## src/rtl/loteria_ticket_driver.sv

```systemverilog
// Plays a 5-digit BCD ticket into the lottery checker: clear, five digit strobes, finish, sample prize.
// Optional LOTERIA_DRV_STATS_EN adds saturating tickets_played / wins counters.
module loteria_ticket_driver #(
    parameter int unsigned GAP_CYCLES  = 2,
    parameter int unsigned RESULT_WAIT = 3
) (
    input  logic        clk,
    input  logic        reset,
    input  logic        start,
    input  logic [19:0] ticket,
    output logic        busy,
    output logic        done,
    output logic [1:0]  prize,
    output logic        error,
    output logic        chk_reset,
    output logic [3:0]  chk_num,
    output logic        chk_insert,
    output logic        chk_finish,
    input  logic [1:0]  chk_prm
`ifdef LOTERIA_DRV_STATS_EN
    ,
    output logic [7:0]  tickets_played,
    output logic [7:0]  wins
`endif
);

    localparam int unsigned CMAX = (GAP_CYCLES > RESULT_WAIT) ?
                                   ((GAP_CYCLES > 2) ? GAP_CYCLES : 2) :
                                   ((RESULT_WAIT > 2) ? RESULT_WAIT : 2);
    localparam int unsigned CW = $clog2(CMAX);

    typedef enum logic [2:0] {
        S_IDLE, S_REJ, S_CLR, S_SEND, S_GAP, S_FIN, S_WAIT, S_DONE
    } state_t;

    state_t          state, state_n;
    logic [19:0]     ticket_q, ticket_n;
    logic [2:0]      idx, idx_n;
    logic [CW-1:0]   cnt, cnt_n;
    logic [1:0]      prize_n;
    logic            error_n;
    logic [3:0]      num_n;
    logic            clr_q;
    logic            bad_digit;

    function automatic logic [3:0] digit_of(input logic [19:0] t, input logic [2:0] i);
        case (i)
            3'd0:    digit_of = t[19:16];
            3'd1:    digit_of = t[15:12];
            3'd2:    digit_of = t[11:8];
            3'd3:    digit_of = t[7:4];
            default: digit_of = t[3:0];
        endcase
    endfunction

    // Next-state and next register values; outputs are registered from state_n
    always_comb begin
        state_n   = state;
        ticket_n  = ticket_q;
        idx_n     = idx;
        cnt_n     = cnt;
        prize_n   = prize;
        error_n   = error;
        num_n     = chk_num;
        bad_digit = 1'b0;
        for (int i = 0; i < 5; i++) begin
            if (ticket[4*i +: 4] > 4'd9) bad_digit = 1'b1;
        end
        case (state)
            S_IDLE: begin
                if (start) begin
                    ticket_n = ticket;
                    prize_n  = 2'd0;
                    error_n  = bad_digit;
                    state_n  = bad_digit ? S_REJ : S_CLR;
                end
            end
            S_REJ: state_n = S_IDLE;
            S_CLR: begin
                idx_n   = 3'd0;
                num_n   = digit_of(ticket_q, 3'd0);
                state_n = S_SEND;
            end
            S_SEND, S_GAP: begin
                if (state == S_SEND && GAP_CYCLES != 0) begin
                    cnt_n   = '0;
                    state_n = S_GAP;
                end else if (state == S_GAP && cnt != CW'(GAP_CYCLES - 1)) begin
                    cnt_n = CW'(cnt + 1'b1);
                end else if (idx == 3'd4) begin
                    state_n = S_FIN;
                end else begin
                    idx_n   = 3'(idx + 3'd1);
                    num_n   = digit_of(ticket_q, 3'(idx + 3'd1));
                    state_n = S_SEND;
                end
            end
            S_FIN: begin
                cnt_n   = '0;
                state_n = S_WAIT;
            end
            S_WAIT: begin
                if (cnt == CW'(RESULT_WAIT - 1)) begin
                    prize_n = chk_prm;
                    state_n = S_DONE;
                end else begin
                    cnt_n = CW'(cnt + 1'b1);
                end
            end
            S_DONE: state_n = S_IDLE;
            default: state_n = S_IDLE;
        endcase
    end

    always_ff @(posedge clk) begin
        if (reset) begin
            state      <= S_IDLE;
            ticket_q   <= '0;
            idx        <= '0;
            cnt        <= '0;
            busy       <= 1'b0;
            done       <= 1'b0;
            prize      <= '0;
            error      <= 1'b0;
            chk_num    <= '0;
            chk_insert <= 1'b0;
            chk_finish <= 1'b0;
            clr_q      <= 1'b0;
        end else begin
            state      <= state_n;
            ticket_q   <= ticket_n;
            idx        <= idx_n;
            cnt        <= cnt_n;
            busy       <= (state_n != S_IDLE);
            done       <= (state_n == S_DONE) || (state_n == S_REJ);
            prize      <= prize_n;
            error      <= error_n;
            chk_num    <= num_n;
            chk_insert <= (state_n == S_SEND);
            chk_finish <= (state_n == S_FIN);
            clr_q      <= (state_n == S_CLR);
        end
    end

    assign chk_reset = reset | clr_q;

`ifdef LOTERIA_DRV_STATS_EN
    // Counts land in the same cycle as the done pulse of a played ticket
    always_ff @(posedge clk) begin
        if (reset) begin
            tickets_played <= '0;
            wins           <= '0;
        end else if (state_n == S_DONE) begin
            if (tickets_played != 8'hFF) tickets_played <= 8'(tickets_played + 8'd1);
            if (prize_n != 2'd0 && wins != 8'hFF) wins <= 8'(wins + 8'd1);
        end
    end
`endif

endmodule

```

## config.mk

```make
export PLATFORM = sky130hd
export DESIGN_NAME = loteria_ticket_driver
export DESIGN_NICKNAME = d
export VERILOG_FILES = /design/src/rtl/loteria_ticket_driver.sv
export SDC_FILE = /design/constraint.sdc
export NUM_CORES = 1
export LEC_CHECK = 0
export ABC_CLOCK_PERIOD_IN_PS = 2200
export BUFFER_PORTS_ARGS = -buffer_cell sky130_fd_sc_hd__buf_2
export CORE_ASPECT_RATIO = 1.25
export CORE_MARGIN = 2
export CORE_UTILIZATION = 51
export CTS_BUF_LIST = sky130_fd_sc_hd__clkbuf_2
export DETAILED_ROUTE_END_ITERATION = 8
export GPL_TIMING_DRIVEN = 0
export PLACE_DENSITY = 0.82
export SYNTH_ARGS = -nofsm -noshare
export SYNTH_HDL_FRONTEND = slang
export SYNTH_SLANG_ARGS = --single-unit
```

## constraint.sdc

```tcl
create_clock -name clk -period 2.2 [get_ports clk]
set_clock_uncertainty 0.2 [all_clocks]
set_input_delay 0.66 -clock clk [delete_from_list [all_inputs] [get_ports clk]]
set_output_delay 0.66 -clock clk [all_outputs]
set_load 0.05 [all_outputs]
```

==> flow_metrics.env <==
export IMPL_status="finished, final reports clean"
export IMPL_cts_sink_count=40
export IMPL_grt_max_degree=13
export IMPL_start_util_pct=53.2
export IMPL_dp_slack_ns=-0.133
export IMPL_worst_slack_ns=0.0445
export IMPL_dr_pass1_iters=5
export IMPL_grt_use_total_pct=21.7
export IMPL_timing_rr_start="idx[0]$_SDFFE_PP0P_"
export IMPL_drc_errors=0
export IMPL_gp_congestion=0.813
export IMPL_core_mm2=0.00348
export IMPL_grt_busiest_layer="met2"
export IMPL_r2r_end="idx[2]$_SDFFE_PP0P_"
export IMPL_ys_ff_latch=40
export IMPL_fin_crit_ns=2.16
export IMPL_drtIter0Drc=85
export IMPL_clock_fmax_mhz=464
export IMPL_yosys_area_top_type_share_pct=43.2
export IMPL_min_path_cells=3
export IMPL_die_h_um=71.4
export IMPL_crit_buf_inv=2
export IMPL_swShare_pct=29.5
export IMPL_num_rows=24
export IMPL_dieArea_mm2=0.00414
export IMPL_postSynthCellCount=231
export IMPL_fin_area_mm2=0.00216
export IMPL_setup_viol=0
export IMPL_clk_path_buf_depth=2
export IMPL_hold_path_startpoint="ticket[12]"
export IMPL_synth_avg_cell_area_um2=8.03
export IMPL_synth_seq_area_share_pct=43.2
export IMPL_final_hold_violation_count=0
export IMPL_cp_end_kind="output pin"
export IMPL_netlist_top_cells_area="dfxtp_1, nand2_1, a21oi_1, ha_1, nor2_1"
export IMPL_dp_cells=305
export IMPL_die_w_um=57.9
export IMPL_grt_use_met3_pct=5.23
export IMPL_crit_arrival_ns=1.30
export IMPL_synthesis_nets=263
export IMPL_ff2ff_path_depth=7
export IMPL_finalNonFillerCells=314
export IMPL_cap_viol_max_count=0
export IMPL_port_buffers=35
export IMPL_fin_nets=306
export IMPL_grt_pass1_wl_um=6890
export IMPL_overflow=0
export IMPL_rrSetupSlack_ns=0.12
export IMPL_detail_route_wl_per_cell_um=13.2
export IMPL_cp_max_fo=10
export IMPL_hold_path_class="primary input to flip-flop"
export IMPL_ys_warn_count=0
export IMPL_finalMaxSlewViolations=0
export IMPL_root_buffer="clkbuf_2"
export IMPL_wirelength_um=4160
export IMPL_numCtsBuffers=5
export IMPL_ctsHoldBuffers=0
export IMPL_num_antenna_cells=0
export IMPL_path_class="primary input to output pin"
export IMPL_power_density_mw_per_mm2=594
export IMPL_io_pins=37
export IMPL_vias=1731
export IMPL_fin_crit_sh_pct=98.0
export IMPL_p_switching_mw=0.378
export IMPL_path_clk_slew_ns=0.20
export IMPL_synth_top_area_cell="dfxtp_1"
export IMPL_grt_util_met1_pct=27.2
export IMPL_worst_slew_pin_transition_ns=0.614
export IMPL_grt_pass1_vias=1582
export IMPL_maxSlewHeadroom_pct=58.9
export IMPL_dpl_hpwl_um=3070
export IMPL_slowest_delay_ns=0.31
export IMPL_fill_cells=329
export IMPL_clkPwrFrac_pct=24.7
export IMPL_p_seq_share_pct=60.5
export IMPL_post_drt_via_cell_ratio=5.51
export IMPL_power_internal_mw=0.904
export IMPL_post_route_cells_drive_above_1_share_pct=20.7
export IMPL_p_leak_nw=0.964
export IMPL_final_core_utilization_pct=61.9
export IMPL_htreeDepth=2
export IMPL_required_ns=1.34
export IMPL_ir_drop_v=0.000364
export IMPL_whs_endpoint="ticket_q[12]$_SDFFE_PP0P_"
export IMPL_yosysUniqueCellTypes=38
export IMPL_ant_nets=0
export IMPL_comb_power_share_pct=14.8
export IMPL_placed_area_mm2=0.00208
export IMPL_crit_family="buffers and inverters"
export IMPL_clkLatencyLatePin_ns=0.40
export IMPL_grt_use_met2_pct=35.6
export IMPL_tritoncts="built"
export IMPL_area_delta_synth_final_pct=16.3
export IMPL_critPathSlowestCell="or2_2"
export IMPL_start_kind="primary input"
export IMPL_antenna_found_initial=0
export IMPL_path_cells="clkbuf_4, or2_2, buf_6"
export IMPL_synthesis_area_mm2=0.00185
-- synth_stat cells --
cell type / n
mux2i_1: 6
a21boi_1: 2
dfxtp_1: 40
and3_1: 1
ha_1: 7
a31oi_1: 2
o22ai_1: 1
nor2b_2: 1
nand2_1: 55
or2_2: 2
nor4_1: 1
a21oi_1: 25
xnor2_1: 2
o211a_1: 4
buf_6: 1
nor2b_1: 2
a22oi_1: 10
o211ai_1: 1
clkbuf_1: 9
o21a_1: 2
or3_1: 1
a21o_1: 1
nor3_1: 7
nor2_1: 22
o21bai_1: 1
nand3b_1: 1
nand2b_1: 1
inv_1: 6
o21ai_0: 7
nor4b_2: 1
or2_0: 1
or4b_1: 1
xor2_1: 1
nand4_1: 1
or2_1: 1
nand3_1: 1
buf_4: 2
mux2_2: 1
-- registers in the layout, indices dropped and copies added, names as in the netlist --
signal and count:
cnt 2, prize 2, clr_q 1, error 1, done 1, ticket_q 20, busy 1, idx 3
state 3, chk_insert 1, chk_num 4, chk_finish 1
-- placed cells by master, fill, tap and decap left out, types with 2 or more instances in the layout --
cell / n
a21oi_1: 25
a22oi_1: 10
a31oi_1: 2
buf_2: 34
buf_4: 3
buf_6: 2
clkbuf_1: 8
clkbuf_2: 6
dfxtp_1: 38
dfxtp_4: 2
ha_1: 6
inv_1: 6
mux2i_1: 6
nand2_1: 55
nor2_1: 22
nor2b_1: 2
nor3_1: 7
o211a_1: 4
o21a_1: 2
o21ai_0: 7
or2_2: 2
xnor2_1: 2
-- power groups by stage --
stage	combinational (mW)	sequential (mW)	clock (mW)
global placement	0.183	0.791	0
global route	0.211	0.779	0.353
CTS	0.188	0.777	0.325
floorplan	0.104	0.811	0
detailed placement	0.186	0.792	0
finish	0.190	0.775	0.317
-- worst max-delay path by stage --
stage / startpoint / endpoint / slack (ns) / depth (start not counted)
2_1_floorplan: idx[0]$_SDFFE_PP0P_ / idx[2]$_SDFFE_PP0P_ / 0.09 / 7
3_3_place_gp: reset / chk_reset / -0.12 / 3
3_5_place_dp: idx[0]$_SDFFE_PP0P_ / idx[2]$_SDFFE_PP0P_ / -0.13 / 7
4_1_cts: reset / chk_reset / 0.03 / 3
5_1_grt: idx[0]$_SDFFE_PP0P_ / idx[2]$_SDFFE_PP0P_ / -0.0004 / 7
6_report: reset / chk_reset / 0.04 / 3
-- timing repair --
item,4_1_cts,5_1_grt
buffers inserted,0,1
pin swaps,0,1
resized for setup,7,4
hold endpoints to repair,0,0
endpoints found under the setup margin,8,7
-- cells by family after synthesis --
kind of cell | after synthesis | share of synthesized area (%)
DFF | 40 | 43.2
xor gates and xnor gates | 3 | 1.42
adders and majority gates | 7 | 4.72
muxes | 7 | 3.85
and+or+nand+nor | 100 | 23.7
buffers and inverters | 18 | 4.45
AOI/OAI and AO/OA | 56 | 18.7
-- worst reg2reg max path, stage by stage (launching register included) --
cell	delay (ns)
dfxtp_4	0.41
inv_1	0.06
ha_2	0.24
a21boi_2	0.15
a21oi_1	0.09
or2_1	0.26
or4b_1	0.47
a21oi_1	0.15
-- area by class of cell --
| class | instances | area (um2) | share of cell area (%) |
|---|---|---|---|
| Multi-Input combinational cell | 173 | 983 | 45.6 |
| Buffer | 12 | 63.8 | 2.96 |
| Clock inverter | 2 | 11.3 | 0.522 |
| Inverter | 6 | 22.5 | 1.04 |
| Timing Repair Buffer | 36 | 189 | 8.76 |
| Sequential cell | 40 | 808 | 37.5 |
| Clock buffer | 6 | 30.0 | 1.39 |
| Tap cell | 39 | 48.8 | 2.26 |
-- routing by layer --
layer | wire (um) | share of wire, % | up-vias
met4 | 64 | 1.5 | 0
met2 | 2010 | 48 | 48
li1 | - | - | 869
met5 | 0 | 0 | -
met3 | 229 | 5.5 | 6
met1 | 1860 | 45 | 808
-- stage by stage --
| stage | power, mW | hold WS (ns) | setup TNS (ns) |
|---|---|---|---|
| after floorplan | 0.915 | 0.236 | 0 |
| after global placement | 0.974 | 0.243 | -0.497 |
| after detailed placement | 0.978 | 0.251 | -0.611 |
| after CTS | 1.29 | 0.245 | 0 |
| after global routing | 1.34 | 0.230 | -0.000444 |
| final | 1.28 | 0.254 | 0 |
(Power assumes the default switching activity.)
